--- src/rtl/ring_bus_pkg.sv ---
// Shared widths, FSM state type and pointer helper for the ring-bus
// write-port arbiter and its round-robin picker.
package ring_bus_pkg;

  localparam int RB_ADDR_W = 8;
  localparam int RB_DATA_W = 32;
  localparam int RB_IDX_W  = 3;

  typedef enum logic [1:0] {
    IDLE,
    ISSUE,
    WAIT_ACK,
    GAP
  } rb_state_e;

  // Pointer to the slot after w, wrapping at n.
  function automatic logic [RB_IDX_W-1:0] rb_next_ptr(
    input logic [RB_IDX_W-1:0] w,
    input int                  n
  );
    if (int'(w) + 1 >= n) return '0;
    return w + 1'b1;
  endfunction

endpackage

--- src/rtl/rr_arbiter.sv ---
// Combinational round-robin picker: first set request at or after i_ptr.
// Ports: i_req (requests), i_ptr (start slot), o_grant (one-hot), o_idx, o_any.
module rr_arbiter
  import ring_bus_pkg::*;
#(
  parameter int NUM_REQ = 4
) (
  input  logic [NUM_REQ-1:0]  i_req,
  input  logic [RB_IDX_W-1:0] i_ptr,
  output logic [NUM_REQ-1:0]  o_grant,
  output logic [RB_IDX_W-1:0] o_idx,
  output logic                o_any
);

  logic [2*NUM_REQ-1:0] w_dbl;
  logic [NUM_REQ-1:0]   w_rot;
  logic [RB_IDX_W-1:0]  w_off;
  logic                 w_found;
  logic [RB_IDX_W:0]    w_sum;

  // Rotate so bit 0 is the pointer slot; first set bit is the winner.
  assign w_dbl = {i_req, i_req};
  assign w_rot = NUM_REQ'(w_dbl >> i_ptr);

  always_comb begin
    w_found = 1'b0;
    w_off   = '0;
    for (int i = 0; i < NUM_REQ; i++) begin
      if (!w_found && w_rot[i]) begin
        w_found = 1'b1;
        w_off   = RB_IDX_W'(i);
      end
    end
  end

  assign w_sum = {1'b0, i_ptr} + {1'b0, w_off};
  assign o_any = w_found;

  always_comb begin
    if (w_sum >= (RB_IDX_W+1)'(NUM_REQ)) begin
      o_idx = RB_IDX_W'(w_sum - (RB_IDX_W+1)'(NUM_REQ));
    end else begin
      o_idx = w_sum[RB_IDX_W-1:0];
    end
  end

  always_comb begin
    o_grant = '0;
    if (w_found) o_grant = NUM_REQ'(1) << o_idx;
  end

endmodule

--- src/rtl/ring_bus_wr_arbiter.sv ---
// Shares the ring-bus write port between NUM_REQ requesters (round robin),
// holds each frame until accepted, enforces a post-accept gap, flags stalls.
// Ports: i_req_* requester side, o_wr_*/o_start_wr/i_write_ready ring side,
// o_grant_id/o_busy/o_timeout/o_wr_count status, i_clear_timeout control.
module ring_bus_wr_arbiter
  import ring_bus_pkg::*;
#(
  parameter int NUM_REQ     = 4,
  parameter int MIN_GAP     = 6,
  parameter int TIMEOUT_CYC = 4096
) (
  input  logic                           i_sysclk,
  input  logic                           i_srst,
  input  logic [NUM_REQ-1:0]             i_req_valid,
  output logic [NUM_REQ-1:0]             o_req_ready,
  input  logic [NUM_REQ*RB_ADDR_W-1:0]   i_req_addr,
  input  logic [NUM_REQ*RB_DATA_W-1:0]   i_req_data,
  output logic [RB_ADDR_W-1:0]           o_wr_addr,
  output logic [RB_DATA_W-1:0]           o_wr_data,
  output logic                           o_start_wr,
  input  logic                           i_write_ready,
  output logic [RB_IDX_W-1:0]            o_grant_id,
  output logic                           o_busy,
  output logic                           o_timeout,
  input  logic                           i_clear_timeout,
  output logic [15:0]                    o_wr_count
);

  localparam int TW = $clog2(TIMEOUT_CYC + 1);
  localparam int GW = (MIN_GAP > 1) ? $clog2(MIN_GAP) : 1;
  localparam logic [GW-1:0] GAP_LAST = GW'((MIN_GAP > 0) ? MIN_GAP - 1 : 0);
  localparam logic [TW-1:0] TO_MAX   = TW'(TIMEOUT_CYC);
  localparam logic [TW-1:0] TO_LAST  = TW'(TIMEOUT_CYC - 1);

  rb_state_e             r_state;
  logic [RB_IDX_W-1:0]   r_ptr;
  logic [NUM_REQ-1:0]    r_req_ready;
  logic [RB_ADDR_W-1:0]  r_wr_addr;
  logic [RB_DATA_W-1:0]  r_wr_data;
  logic                  r_start_wr;
  logic [RB_IDX_W-1:0]   r_grant_id;
  logic                  r_busy;
  logic                  r_timeout;
  logic [15:0]           r_wr_count;
  logic [TW-1:0]         r_to_cnt;
  logic [GW-1:0]         r_gap_cnt;

  logic [NUM_REQ-1:0]    w_grant;
  logic [RB_IDX_W-1:0]   w_idx;
  logic                  w_any;
  logic [RB_ADDR_W-1:0]  w_sel_addr;
  logic [RB_DATA_W-1:0]  w_sel_data;

  rr_arbiter #(
    .NUM_REQ (NUM_REQ)
  ) u_rr (
    .i_req   (i_req_valid),
    .i_ptr   (r_ptr),
    .o_grant (w_grant),
    .o_idx   (w_idx),
    .o_any   (w_any)
  );

  assign w_sel_addr = RB_ADDR_W'(i_req_addr >> (w_idx * RB_ADDR_W));
  assign w_sel_data = RB_DATA_W'(i_req_data >> (w_idx * RB_DATA_W));

  always_ff @(posedge i_sysclk or posedge i_srst) begin
    if (i_srst) begin
      r_state     <= IDLE;
      r_ptr       <= '0;
      r_req_ready <= '0;
      r_wr_addr   <= '0;
      r_wr_data   <= '0;
      r_start_wr  <= 1'b0;
      r_grant_id  <= '0;
      r_busy      <= 1'b0;
      r_timeout   <= 1'b0;
      r_wr_count  <= '0;
      r_to_cnt    <= '0;
      r_gap_cnt   <= '0;
    end else begin
      r_start_wr  <= 1'b0;
      r_req_ready <= '0;
      // Clear first so a same-cycle timeout set below takes priority.
      if (i_clear_timeout) r_timeout <= 1'b0;
      unique case (r_state)
        IDLE: begin
          if (w_any) begin
            r_wr_addr   <= w_sel_addr;
            r_wr_data   <= w_sel_data;
            r_grant_id  <= w_idx;
            r_ptr       <= rb_next_ptr(w_idx, NUM_REQ);
            r_start_wr  <= 1'b1;
            r_req_ready <= w_grant;
            r_busy      <= 1'b1;
            r_state     <= ISSUE;
          end
        end
        ISSUE, WAIT_ACK: begin
          if (i_write_ready) begin
            r_wr_count <= r_wr_count + 16'd1;
            r_to_cnt   <= '0;
            r_gap_cnt  <= '0;
            if (MIN_GAP == 0) begin
              r_state <= IDLE;
              r_busy  <= 1'b0;
            end else begin
              r_state <= GAP;
            end
          end else if (r_state == ISSUE) begin
            r_state  <= WAIT_ACK;
            r_to_cnt <= '0;
          end else if (r_to_cnt != TO_MAX) begin
            r_to_cnt <= r_to_cnt + 1'b1;
            if (r_to_cnt == TO_LAST) r_timeout <= 1'b1;
          end
        end
        GAP: begin
          if (r_gap_cnt == GAP_LAST) begin
            r_state   <= IDLE;
            r_busy    <= 1'b0;
            r_gap_cnt <= '0;
          end else begin
            r_gap_cnt <= r_gap_cnt + 1'b1;
          end
        end
        default: r_state <= IDLE;
      endcase
    end
  end

  assign o_req_ready = r_req_ready;
  assign o_wr_addr   = r_wr_addr;
  assign o_wr_data   = r_wr_data;
  assign o_start_wr  = r_start_wr;
  assign o_grant_id  = r_grant_id;
  assign o_busy      = r_busy;
  assign o_timeout   = r_timeout;
  assign o_wr_count  = r_wr_count;

endmodule

--- config.mk ---
export PLATFORM = sky130hd
export DESIGN_NAME = ring_bus_wr_arbiter
export DESIGN_NICKNAME = d
export VERILOG_FILES = /design/src/rtl/ring_bus_pkg.sv /design/src/rtl/rr_arbiter.sv /design/src/rtl/ring_bus_wr_arbiter.sv
export SDC_FILE = /design/constraint.sdc
export NUM_CORES = 1
export LEC_CHECK = 0
export BUFFER_PORTS_ARGS = -buffer_cell sky130_fd_sc_hd__buf_2
export CAP_MARGIN = 10
export CELL_PAD_IN_SITES_DETAIL_PLACEMENT = 0
export CELL_PAD_IN_SITES_GLOBAL_PLACEMENT = 2
export CORE_AREA = 2 2 145 147
export DETAILED_ROUTE_END_ITERATION = 16
export DIE_AREA = 0 0 147 149
export PLACE_DENSITY = 0.86
export SYNTH_ARGS = -nofsm -noshare
export SYNTH_HDL_FRONTEND = slang
export SYNTH_SLANG_ARGS = --single-unit
--- constraint.sdc ---
create_clock -name i_sysclk -period 4 [get_ports i_sysclk]
set_clock_uncertainty 0.2 [all_clocks]
set_input_delay 0.2 -clock i_sysclk [delete_from_list [all_inputs] [get_ports i_sysclk]]
set_output_delay 0.2 -clock i_sysclk [all_outputs]
set_load 0.1 [all_outputs]
=== After elaboration in Yosys (flattened, before gate mapping) ===
Index checks and enable logic that the tools add are counted.

* $add $sub $neg: 7
* Multipliers: 0
* Divide/modulo/power cells: 0
* Order comparisons: 2
* Eq/ne operators: 10
* Shift operators: 4
* Muxes and demuxes: 37
* Bitwise operators: 0
* Reduce and logical (&&, ||, !) cells: 17

{| class="wikitable"
|+ Operators by type and width
! kind !! number
|-
| $shr A128 B8 Y32 || 1
|-
| $mux W13 || 3
|-
| $shr A32 B6 Y8 || 1
|-
| $mux W1 || 18
|-
| $add A16 B1 Y16 const B || 1
|-
| $mux W3 || 5
|-
| $add A13 B1 Y13 const B || 1
|-
| $eq A13 B12 Y1 const B || 1
|-
| $ne A13 B13 Y1 const B || 1
|-
| $mux W2 || 6
|-
| $ge A4 B3 Y1 const B || 2
|-
| $mux W4 || 2
|-
| $reduce_and A2 Y1 || 4
|-
| $shr A8 B3 Y4 || 1
|-
| $add A3 B1 Y3 const B || 2
|-
| $pmux W2 S3 || 1
|-
| $pmux W3 S2 || 1
|-
| $reduce_and A3 Y1 || 2
|-
| $add A3 B1 Y4 const B || 1
|-
| $add A3 B2 Y4 || 1
|-
| $eq A2 B2 Y1 const B || 2
|-
| $ne A2 B2 Y1 const B || 2
|-
| $reduce_bool A2 Y1 || 2
|-
| $shl A1 B3 Y4 const A || 1
|-
| other kinds (11) || 15
|}

* Bits in registers: 87
* Bits in latches: 0
* Memory bits (writable): 0
* ROM bits: 0
* Output and inout bits: 66
* Logic and storage cells: 89
* Memories: 0

=== Longest topological paths before layout ===
Gate-level depths: netlist (run 1).

* Word-level depth: 20
* Mapped depth: 16
* Depth with buffers taken out: 13

=== Cells and area by module ===
From an unflattened synthesis (run 1), not the netlist that was laid out.

* Cells, all modules: 406
* Area total of the unflattened synthesis: 4979.8 µm²

{| class="wikitable"
|+ By module, submodules not included
! module !! times used !! cells an instance !! area each (µm²) !! seq. area each (µm²)
|-
| ring_bus_wr_arbiter || 1 || 363 || 4620.7 || 2177.1
|-
| rr_arbiter || 1 || 43 || 359.1 || 0.0
|}

=== Least setup slack after synthesis (run 1) ===
No wires, ideal clock.

* Kind: reg-to-reg
* Start: register r_ptr[1]
* End: register r_ptr[1]
* Data arrival time: 3.401 ns
* Data required time: 3.724 ns
* Slack: 0.323 ns
* Stages on the path, launching flop included: 16
* Buffers on the path: 3
* Clock period less this slack: 3.677 ns
* Cell sequence: dfrtp_1 > buf_2 > nand2b_1 > a21oi_1 > a221oi_1 > o22ai_1 > ha_1 > inv_1 > fa_1 > clkbuf_1 > clkbuf_1 > inv_1 > ha_1 > mux2_2 > or3_1 > o21ai_1

* Cells in the longest elaborated chain, start to end: 20
* Elaborated cells on any way between the ends: 26
* Classes of those cells: add/sub: 4; order compare: 2; shift: 1; mux: 12; reduce/logical: 7

{| class="wikitable"
|+ Ends and longest elaborated chain
! item !! line !! source
|-
| from (decl) || ring_bus_wr_arbiter.sv:36 || <nowiki>logic [RB_IDX_W-1:0] r_ptr;</nowiki>
|-
| from (signal assigned) || ring_bus_wr_arbiter.sv:92 || <nowiki>r_ptr <= rb_next_ptr(w_idx, NUM_REQ);</nowiki>
|-
| $shr A8 B3 Y4 || rr_arbiter.sv:23 || <nowiki>assign w_rot = NUM_REQ'(w_dbl >> i_ptr);</nowiki>
|-
| $mux W1 || rr_arbiter.sv:29 || <nowiki>if (!w_found && w_rot[i]) begin</nowiki>
|-
| $logic_not A1 Y1 || rr_arbiter.sv:29 ||
|-
| $logic_and A1 B1 Y1 || rr_arbiter.sv:29 ||
|-
| $mux W1 || rr_arbiter.sv:29 ||
|-
| $logic_not A1 Y1 || rr_arbiter.sv:29 ||
|-
| $logic_and A1 B1 Y1 || rr_arbiter.sv:29 ||
|-
| $mux W1 || rr_arbiter.sv:29 ||
|-
| [... 5 more ...] || - ||
|-
| $mux W3 * || rr_arbiter.sv:40 || <nowiki>if (w_sum >= (RB_IDX_W+1)'(NUM_REQ)) begin</nowiki>
|-
| net u_rr.o_idx[1] || rr_arbiter.sv:11 || <nowiki>output logic [RB_IDX_W-1:0] o_idx,</nowiki>
|-
| $add A3 B1 Y4 || ring_bus_pkg.sv:21 || <nowiki>if (int'(w) + 1 >= n) return '0;</nowiki>
|-
| $ge A4 B3 Y1 || ring_bus_pkg.sv:21 ||
|-
| $mux W1 || ring_bus_pkg.sv:21 ||
|-
| $mux W1 || ring_bus_wr_arbiter.sv:88 || <nowiki>if (w_any) begin</nowiki>
|-
| $mux W1 || ring_bus_wr_arbiter.sv:86 || <nowiki>unique case (r_state)</nowiki>
|-
| $mux W3 * || ring_bus_pkg.sv:22 || <nowiki>return w + 1'b1;</nowiki>
|}

Mark *: on every way through the listed nets, which the timed path passes. The rest lies on a longest branch. The select of a mux whose other input is x is not followed.
A chain may end at the register's enable or synchronous reset.

=== Worst setup path after layout (run 1) ===
* Start: register r_ptr[0]
* End: register r_ptr[1]

* Cells in the longest elaborated chain, start to end: 20
* Elaborated cells on any way between the ends: 26
* Classes of those cells: add/sub: 4; order compare: 2; shift: 1; mux: 12; reduce/logical: 7

{| class="wikitable"
|+ Ends and longest elaborated chain
! item !! line
|-
| $shr A8 B3 Y4 || rr_arbiter.sv:23
|-
| $mux W1 || rr_arbiter.sv:29
|-
| $logic_not A1 Y1 || rr_arbiter.sv:29
|-
| $logic_and A1 B1 Y1 || rr_arbiter.sv:29
|-
| $mux W1 || rr_arbiter.sv:29
|-
| $logic_not A1 Y1 || rr_arbiter.sv:29
|-
| $logic_and A1 B1 Y1 || rr_arbiter.sv:29
|-
| $mux W1 || rr_arbiter.sv:29
|-
| [... 4 more ...] || -
|-
| $ge A4 B3 Y1 or $sub A3 B3 Y3 (tied branches) || rr_arbiter.sv:40, rr_arbiter.sv:41
|-
| $mux W3 || rr_arbiter.sv:40
|-
| $add A3 B1 Y4 || ring_bus_pkg.sv:21
|-
| $ge A4 B3 Y1 || ring_bus_pkg.sv:21
|-
| $mux W1 || ring_bus_pkg.sv:21
|-
| $mux W1 || ring_bus_wr_arbiter.sv:88
|-
| $mux W1 || ring_bus_wr_arbiter.sv:86
|-
| $mux W3 || ring_bus_pkg.sv:22
|}

Several ways; a longest one is shown, not always the timed one. The select of a mux whose other input is x is not followed.

==> results.cfg, run 1 <==
[run_status]
outcome = finished clean

[clock_network]
cts_tree = built
post_cts_buffers = 0
hold_buffers = 3
cts_max_level = 3
clkSinkCount = 87
cts_resized = 0
clock_path_buffers = 2
clk_pin_slew_ps = 70
cts_made_buffers = 9
cts_root_buf = clkbuf_16
insertion_delay_ps = 340

[detailed_routing]
drt_iter0_drc = 102
drc = 0
post_drt_via_cell_ratio = 4.38
firstDrtPassIters = 4
final_antenna_net_count = 0
routedWlPerCell_um = 14.3
vias = 4297
wirelength_um = 14000

[sta]
slew_violations = 0
worst_slack_ps = 423
hold_violations = 0
setup_viol = 0
fin_tns_setup_ps = 0
period_share_pct = 89.4
fmax_mhz = 280
slew_headroom_pct = 32.4
fin_crit_ps = 3580
tightestPinTransition_ps = 1010
rsz0062_at_grt = no

[worst_setup_path]
path_cells = nor2_1 > a2111oi_2 > nor3_1 > nor2_1 > inv_1 > fa_2 > buf_12 > o21ai_0 > mux2_2 > or3_1 > o21ai_1
cp-end-kind = flip-flop
cpMaxStageDelayCell = dfrtp_1
cp.required_ps = 4070
criticalPathCategory = flip-flop to flip-flop
r2r_end = r_ptr[1]$_DFFE_PP0P_
worst_r2r_path_depth = 11
start_kind = flip-flop
crit_start = r_ptr[0]$_DFFE_PP0P_
crit_path_frequent_cell = nor2_1
r2r_slack_ps = 420
crit_arrival_ps = 3650
max_stage_delay_ps = 650
r2r_start = r_ptr[0]$_DFFE_PP0P_
crit_fanout = 44

[floorplan]
die_area_um2 = 21900
row_count = 53
io_pins = 234
die_w_um = 147
core_area_um2 = 20600
die_h_um = 149
initial_core_util_pct = 24.5

[final_layout]
layout-drive-gt1-share_pct = 43.1
synthToLayoutAreaGrowth_pct = 35.1
antennaDiodeCount = 0
fin_nets = 883
fin_util_pct = 33.1
fin_cells = 982

[job]
cap_violations = 0

[synth]
postSynthAreaPerCell_um2 = 10.5
synthCells = 479
synth-seq-cells = 87
synth_seq_area_share_pct = 43.2
synthFlopType = dfrtp_1
synth_nets = 660
async_reset_ff_share_pct = 100
synth_cell_types = 46
yosys_warnings = 0
synth_edf_count = 0
syn_area_um2 = 5040

[worst_hold_path]
hold_class = input port to flip-flop
min_to = o_wr_addr[6]$_DFFE_PP0P_
worstHoldStart = i_req_addr[6]
hold_path_depth = 4

[global_route]
grtUsageMet1_pct = 14.6
grt_max_degree = 90
grt_pass1_wl_um = 22700
grt_use_total_pct = 13.1
grt-ovfl-total = 0
met2_usage_pct = 24.4
use_met3_pct = 3.18
antenna_found_initial = 0
grt_pass1_vias = 4531
grt_busiest_layer = met2

[placed_design]
hpwlAfterDp_um = 10400
gp_congestion = 0.725
dp.cells = 963
portBuffers = 233
pre_cts_ws_ps = 395
## how the worst max path moves through the flow
stage / slack (ps) / cells after the start / end
final: 420 / 11 / r_ptr[1]$_DFFE_PP0P_
after global routing: 70 / 11 / r_ptr[1]$_DFFE_PP0P_
after CTS: 390 / 11 / r_ptr[1]$_DFFE_PP0P_
after detailed placement: 400 / 11 / r_ptr[1]$_DFFE_PP0P_
after global placement: 480 / 11 / r_ptr[1]$_DFFE_PP0P_
after floorplan: 320 / 15 / r_ptr[1]$_DFFE_PP0P_
## cells in the mapped netlist (2+ instances only)
cell | instances | area (um2)
dfrtp_1 | 87 | 2180
inv_1 | 20 | 75.1
o21ai_0 | 50 | 250
o31ai_1 | 2 | 15.0
nand3b_1 | 2 | 15.0
a22o_1 | 2 | 17.5
buf_4 | 4 | 30.0
nor2_1 | 26 | 97.6
a21oi_1 | 6 | 30.0
mux4_2 | 40 | 901
mux2_2 | 2 | 22.5
and2_1 | 3 | 18.8
buf_2 | 5 | 25.0
clkbuf_1 | 13 | 48.8
buf_6 | 5 | 56.3
nand3_1 | 10 | 50.1
nor4b_1 | 2 | 17.5
nor4_1 | 5 | 31.3
nor3_1 | 5 | 25.0
nand2b_1 | 5 | 31.3
nand2_1 | 106 | 398
and3_1 | 5 | 31.3
o21ai_1 | 2 | 10.0
xnor2_1 | 14 | 123
ha_1 | 12 | 150
mux2i_1 | 3 | 30.0
xor2_1 | 13 | 114
clkbuf_2 | 3 | 15.0
nand4_1 | 9 | 56.3
a221oi_1 | 2 | 17.5
## worst max-delay path, delay by kind of cell (launching register included)
| family | cells | cell delay [ps] |
|---|---|---|
| and+or+nand+nor | 4 | 700 |
| buffers and inverters | 2 | 340 |
| DFF | 1 | 650 |
| muxes | 1 | 260 |
| adders and majority gates | 1 | 580 |
| AOI/OAI and AO/OA | 3 | 780 |
## area by class of cell
cell class	count	area, um2
inverter	20	77.6
timing repair buffer	242	1280
clock inverter	6	52.6
tap	275	344
clock buffer	10	239
fill	2187	13800
sequential	87	2180
multi-input combinational	342	2640
## layout by cell type (no fill, tap or decap), types with 5 or more instances in the layout
master     Yosys  layout
buf_2          5     233
nand2_1      106     106
dfrtp_1       87      87
o21ai_0       50      50
mux4_2        40      40
nor2_1        26      26
inv_1         20      19
xnor2_1       14      14
xor2_1        13      13
ha_1          12      11
nand3_1       10      10
nand4_1        9       9
clkbuf_16      0       9
a21oi_1        6       6
nand2b_1       5       5
nor4_1         5       5
nor3_1         5       5
and3_1         5       5
## kinds of logic (layout without fill, tap and decap cells)
family / after synthesis / count (layout) / synth area share, %
compound gates: 75 / 75 / 8.92
xor+xnor: 27 / 27 / 4.70
fa+ha+maj: 13 / 13 / 3.38
buf+inv: 50 / 278 / 4.97
flops: 87 / 87 / 43.2
mux: 45 / 45 / 18.9
simple gates: 182 / 182 / 15.9
## metal layers
metal | share of wire, % | vias to the layer above
met5 | 0 | -
met4 | 1.7 | 0
met3 | 6.0 | 14
met2 | 53 | 147
met1 | 40 | 2002
li1 | - | 2134
## stage by stage
step / hold WS [ps] / instance area, um2
finish: 137 / 6800
global route: 148 / 6800
CTS: 118 / 6800
detailed placement: 183 / 6480
global placement: 187 / 6480
floorplan: 96.4 / 5040
## registers in the layout (all words and copies together), names as in the netlist
signal,flops
o_wr_data,32
o_wr_count,16
r_to_cnt,13
o_wr_addr,8
o_req_ready,4
o_grant_id,3
r_gap_cnt,3
r_ptr,3
r_state,2
o_busy,1
o_start_wr,1
o_timeout,1
Power of run 1 is left out: the tool's default activity adds up to more than one toggle a clock period on the data nets, which glitch-free logic cannot reach.
==> run 2, diff against run 1 <==
--- a/config.mk
+++ b/config.mk
@@ -9,10 +9,10 @@
 export CAP_MARGIN = 10
 export CELL_PAD_IN_SITES_DETAIL_PLACEMENT = 0
 export CELL_PAD_IN_SITES_GLOBAL_PLACEMENT = 2
-export CORE_AREA = 2 2 145 147
+export CORE_AREA = 2 2 135 137
 export DETAILED_ROUTE_END_ITERATION = 16
-export DIE_AREA = 0 0 147 149
-export PLACE_DENSITY = 0.86
+export DIE_AREA = 0 0 137 139
+export PLACE_DENSITY = 0.92
 export SYNTH_ARGS = -nofsm -noshare
 export SYNTH_HDL_FRONTEND = slang
 export SYNTH_SLANG_ARGS = --single-unit
==> constraint.sdc (replaced) <==
create_clock -name i_sysclk -period 4.3 [get_ports i_sysclk]
set_clock_uncertainty 0.2 [all_clocks]
set_input_delay 0.215 -clock i_sysclk [delete_from_list [all_inputs] [get_ports i_sysclk]]
set_output_delay 0.215 -clock i_sysclk [all_outputs]
set_load 0.1 [all_outputs]
==> run 2 against run 1 <==
Count of clock-buffer cells in the layout stayed put. Global-route usage grew 2.0 points. Sequential share of layout area increased by 0.15 points. Critical path depth stayed put. Utilization up 5.3 points. Die area shrank 13%. Register-to-register slack improved by 110 ps. Sequential cell count did not move. Routed wire length increased by 1.1%. Worst hold slack improved by 18 ps. First-iteration DRC count is 64% higher. Non-clock buffer count up 1. Critical endpoint unchanged. Highest routed layer is now met5.
==> results.cfg, run 2 (same netlist as run 1, synthesis figures left out) <==
[run_status]
outcome = finished clean

[final_layout]
mostFrequentLayoutCells = buf_2 (233), nand2_1 (106), dfrtp_1 (87)
largest_register_ffs = 32
layout-drive-gt1-share_pct = 43.2
fill_cells = 1780
synthToLayoutAreaGrowth_pct = 34.5
mostFrequentLayoutCell = buf_2
antennaDiodeCount = 0
fin_nets = 884

[floorplan]
row_count = 49
core_area_um2 = 17700
die_area_um2 = 19000
initial_core_util_pct = 28.5
io_pins = 234
die_w_um = 137
die_h_um = 139

[job]
cap_violations = 0

[detailed_routing]
post_drt_via_cell_ratio = 4.68
vias = 4389
routedWlPerCell_um = 15.1
wirelength_um = 14200
firstDrtPassIters = 4
drc = 0
final_antenna_net_count = 0
drt_iter0_drc = 167

[worst_setup_path]
criticalPathCategory = flip-flop to flip-flop
crit_fanout = 35
worst_r2r_path_depth = 11
cpMaxStageDelayCell = fa_2
crit_arrival_ps = 3840
cp.required_ps = 4370
crit_path_frequent_cell = nor2_1
cp-end-kind = flip-flop
path_cells = nor2_1 > a2111oi_2 > nor3_1 > nor2_1 > inv_1 > fa_2 > buf_12 > o21ai_0 > mux2_2 > or3_1 > o21ai_1
max_stage_delay_ps = 750
start_kind = flip-flop

[clock_network]
cts_root_buf = clkbuf_16
clk_pin_slew_ps = 70
cts_tree = built
cts_made_buffers = 9
clkSinkCount = 87
clock_path_buffers = 2
insertion_delay_ps = 340
cts_resized = 0
cts_max_level = 3

[sta]
fin_tns_setup_ps = 0
setup_viol = 0
hold_violations = 0
fin_crit_ps = 3770
rsz0062_at_grt = no
fmax_mhz = 265
slew_headroom_pct = 48.0
slew_violations = 0
tightestPinTransition_ps = 777
period_share_pct = 87.6
hold_slack_ps = 155

[global_route]
grt_use_total_pct = 15.1
antenna_found_initial = 1
grt_pass1_vias = 4398
grt_pass1_wl_um = 22600
grt_max_degree = 55
grt-ovfl-total = 0

[placed_design]
hpwlAfterDp_um = 11000
portBuffers = 233
gp_congestion = 0.783

[worst_hold_path]
hold_class = input port to flip-flop
hold_path_depth = 4
[run 2: layout make-up]
cell class | count | area [um2] | area share (%)
sequential | 87 | 2180 | 32.1
multi-input combinational | 342 | 2640 | 38.9
inverter | 20 | 76.3 | 1.13
timing repair buffer | 243 | 1260 | 18.6
tap | 229 | 287 | 4.23
clock buffer | 10 | 239 | 3.53
clock inverter | 6 | 97.6 | 1.44
[run 2: per-layer routing]
metal | vias up | GRT usage, % | routed length, um
met5 | - | 0 | 16
met4 | 2 | 3.26 | 103
met3 | 8 | 3.65 | 838
met2 | 134 | 28.0 | 7650
met1 | 2105 | 17.3 | 5550
li1 | 2140 | - | -
[run 2: worst max-delay path, delay by kind of cell (launching register included)]
kind	cells	cell delay [ps]
simple gates	4	700
compound gates	3	790
fa+ha+maj	1	750
mux	1	250
flops	1	650
buf+inv	2	340
[run 2: worst paths after layout]
kind / slack, ps / from / end
worst max register to register: 530 / r_ptr[0]$_DFFE_PP0P_ / r_ptr[1]$_DFFE_PP0P_
min in group asynchronous: 290 / i_srst / o_wr_data[30]$_DFFE_PP0P_
worst max-delay path: 530 / r_ptr[0]$_DFFE_PP0P_ / r_ptr[1]$_DFFE_PP0P_
max in group asynchronous: 2510 / i_srst / o_wr_data[19]$_DFFE_PP0P_
worst min-delay path: 150 / i_req_data[72] / o_wr_data[8]$_DFFE_PP0P_
worst min register to register: 270 / o_wr_data[26]$_DFFE_PP0P_ / o_wr_data[26]$_DFFE_PP0P_
[run 2: repair_timing]
| item | in CTS | in global routing |
|---|---|---|
| endpoints found under the hold margin | 40 | 0 |
| buffers inserted | 0 | 0 |
| hold buffers | 3 | 0 |
[run 2: per-stage QoR]
stage	instances	worst slack, ps	cell area, um2	util, %
global placement	918	603	6410	36.3
CTS	937	539	6770	38.4
global route	937	244	6770	38.4
finish	937	532	6770	38.4
detailed placement	918	552	6410	36.3
floorplan	479	623	5040	-
Power of run 2 is left out for the same reason.
==> run 3, diff against run 2 <==
--- a/config.mk
+++ b/config.mk
@@ -12,6 +12,7 @@
 export CORE_AREA = 2 2 135 137
 export DETAILED_ROUTE_END_ITERATION = 16
 export DIE_AREA = 0 0 137 139
+export GPL_TIMING_DRIVEN = 0
 export PLACE_DENSITY = 0.92
 export SYNTH_ARGS = -nofsm -noshare
 export SYNTH_HDL_FRONTEND = slang
==> run 3 against run 2 <==
Cell count is 2.6% higher. Via count is 4.4% higher. Non-clock buffer count is 23 higher. Sequential share of layout area is 0.36 points lower. Fmax is 5.7% lower. Worst hold slack worse by 130 ps.
==> results.cfg, run 3 (same netlist as run 1, synthesis figures left out) <==
[run_status]
outcome = finished clean

[worst_setup_path]
r2r_end = r_ptr[1]$_DFFE_PP0P_
cpMaxStageDelayCell = fa_1
cp.required_ps = 4380
criticalPathCategory = flip-flop to flip-flop
max_stage_delay_ps = 540
crit_arrival_ps = 4070
cp-end-kind = flip-flop
start_kind = flip-flop
crit_fanout = 10
worst_r2r_path_depth = 15
path_cells = buf_2 > nand2b_1 > a21oi_1 > a221oi_1 > o22ai_1 > ha_1 > inv_1 > fa_1 > clkbuf_2 > buf_2 > inv_1 > ha_1 > mux2_2 > or3_1 > o21ai_1
r2r_start = r_ptr[1]$_DFFE_PP0P_
r2r_slack_ps = 300
path_buf_inv = 5
critPathTopFamily = adder cells

[final_layout]
largest_register_ffs = 32
mostFrequentLayoutCells = buf_2 (239), nand2_1 (106), dfrtp_1 (87)
fin_util_pct = 38.8
fin_nets = 907
synthToLayoutAreaGrowth_pct = 36.0
layout-drive-gt1-share_pct = 43.4
mostFrequentLayoutCell = buf_2

[sta]
hold_violations = 0
period_share_pct = 92.9
rsz0062_at_grt = no
slew_headroom_pct = 55.4
fin_tns_setup_ps = 0
fin_crit_ps = 4000
fmax_mhz = 250
tightestPinTransition_ps = 663
slew_violations = 0
setup_viol = 0

[global_route]
grt_max_degree = 66
grt_pass1_wl_um = 24200
grt_use_total_pct = 16.3
antenna_found_initial = 1
grt-ovfl-total = 0
grt_pass1_vias = 4710

[detailed_routing]
wirelength_um = 14900
drc = 0
firstDrtPassIters = 4
drt_iter0_drc = 147
post_drt_via_cell_ratio = 4.77
vias = 4580
routedWlPerCell_um = 15.5
final_antenna_net_count = 0

[floorplan]
die_h_um = 139
io_pins = 234
initial_core_util_pct = 28.5
die_w_um = 137
die_area_um2 = 19000
core_area_um2 = 17700
row_count = 49

[clock_network]
clkSinkCount = 87
clock_path_buffers = 2
cts_made_buffers = 9
cts_root_buf = clkbuf_16
insertion_delay_ps = 340
cts_tree = built
cts_max_level = 3
clk_pin_slew_ps = 70

[worst_hold_path]
hold_path_depth = 3
worstHoldStart = i_write_ready
min_to = o_wr_count[0]$_DFFE_PP0P_
hold_class = input port to flip-flop

[job]
cap_violations = 0

[placed_design]
gp_congestion = 0.723
hpwlAfterDp_um = 11900
portBuffers = 233
-- run 3: worst max path at each step --
| stage | start | end | cells past startpoint |
|---|---|---|---|
| after floorplan | r_ptr[1]$_DFFE_PP0P_ | r_ptr[1]$_DFFE_PP0P_ | 15 |
| after global placement | r_ptr[1]$_DFFE_PP0P_ | r_ptr[1]$_DFFE_PP0P_ | 15 |
| after detailed placement | r_ptr[1]$_DFFE_PP0P_ | r_ptr[1]$_DFFE_PP0P_ | 15 |
| after CTS | r_ptr[1]$_DFFE_PP0P_ | r_ptr[1]$_DFFE_PP0P_ | 15 |
| after global routing | r_ptr[1]$_DFFE_PP0P_ | r_ptr[1]$_DFFE_PP0P_ | 15 |
| final | r_ptr[1]$_DFFE_PP0P_ | r_ptr[1]$_DFFE_PP0P_ | 15 |
-- run 3: what timing repair did --
| action | CTS | global route |
|---|---|---|
| hold buffers | 2 | 0 |
| setup endpoints to repair | 1 | 1 |
| gates resized for setup | 1 | 3 |
| hold endpoints to repair | 23 | 0 |
| buffers inserted | 0 | 0 |
-- run 3: stage by stage --
| stage | worst slack (ps) | hold slack, ps | instance area (um2) | cells |
|---|---|---|---|---|
| after floorplan | 623 | 111 | 5040 | 479 |
| after detailed placement | -188 | 6.42 | 6520 | 942 |
| final | 305 | 25.2 | 6850 | 961 |
| after CTS | 62.2 | 6.39 | 6850 | 960 |
| after global routing | 11.5 | 35.1 | 6850 | 961 |
| after global placement | -197 | 201 | 6490 | 941 |
-- run 3: final cells by class --
cell class                      count  area (um2)
Antenna cell                        1        2.50
Multi-Input combinational cell    342        2610
Clock inverter                      7        80.1
Buffer                             30         178
Timing Repair Buffer              236        1210
Clock buffer                        9         225
Tap cell                          229         287
Fill cell                        1837       10800
Sequential cell                    87        2180
Inverter                           20        77.6
-- run 3: metal layers --
layer | GRT usage [%] | vias to the layer above | part of all wire (%)
li1 | - | 2193 | -
met1 | 19.4 | 2207 | 41
met2 | 29.2 | 160 | 52
met3 | 2.23 | 20 | 4.5
met4 | 6.73 | 0 | 2.2
met5 | 0 | - | 0
-- run 3: tightest hold or removal path, stage by stage --
cell and delay [ps]:
buf_2 130, nand2_1 110, xnor2_1 70
Power of run 3 is left out for the same reason.
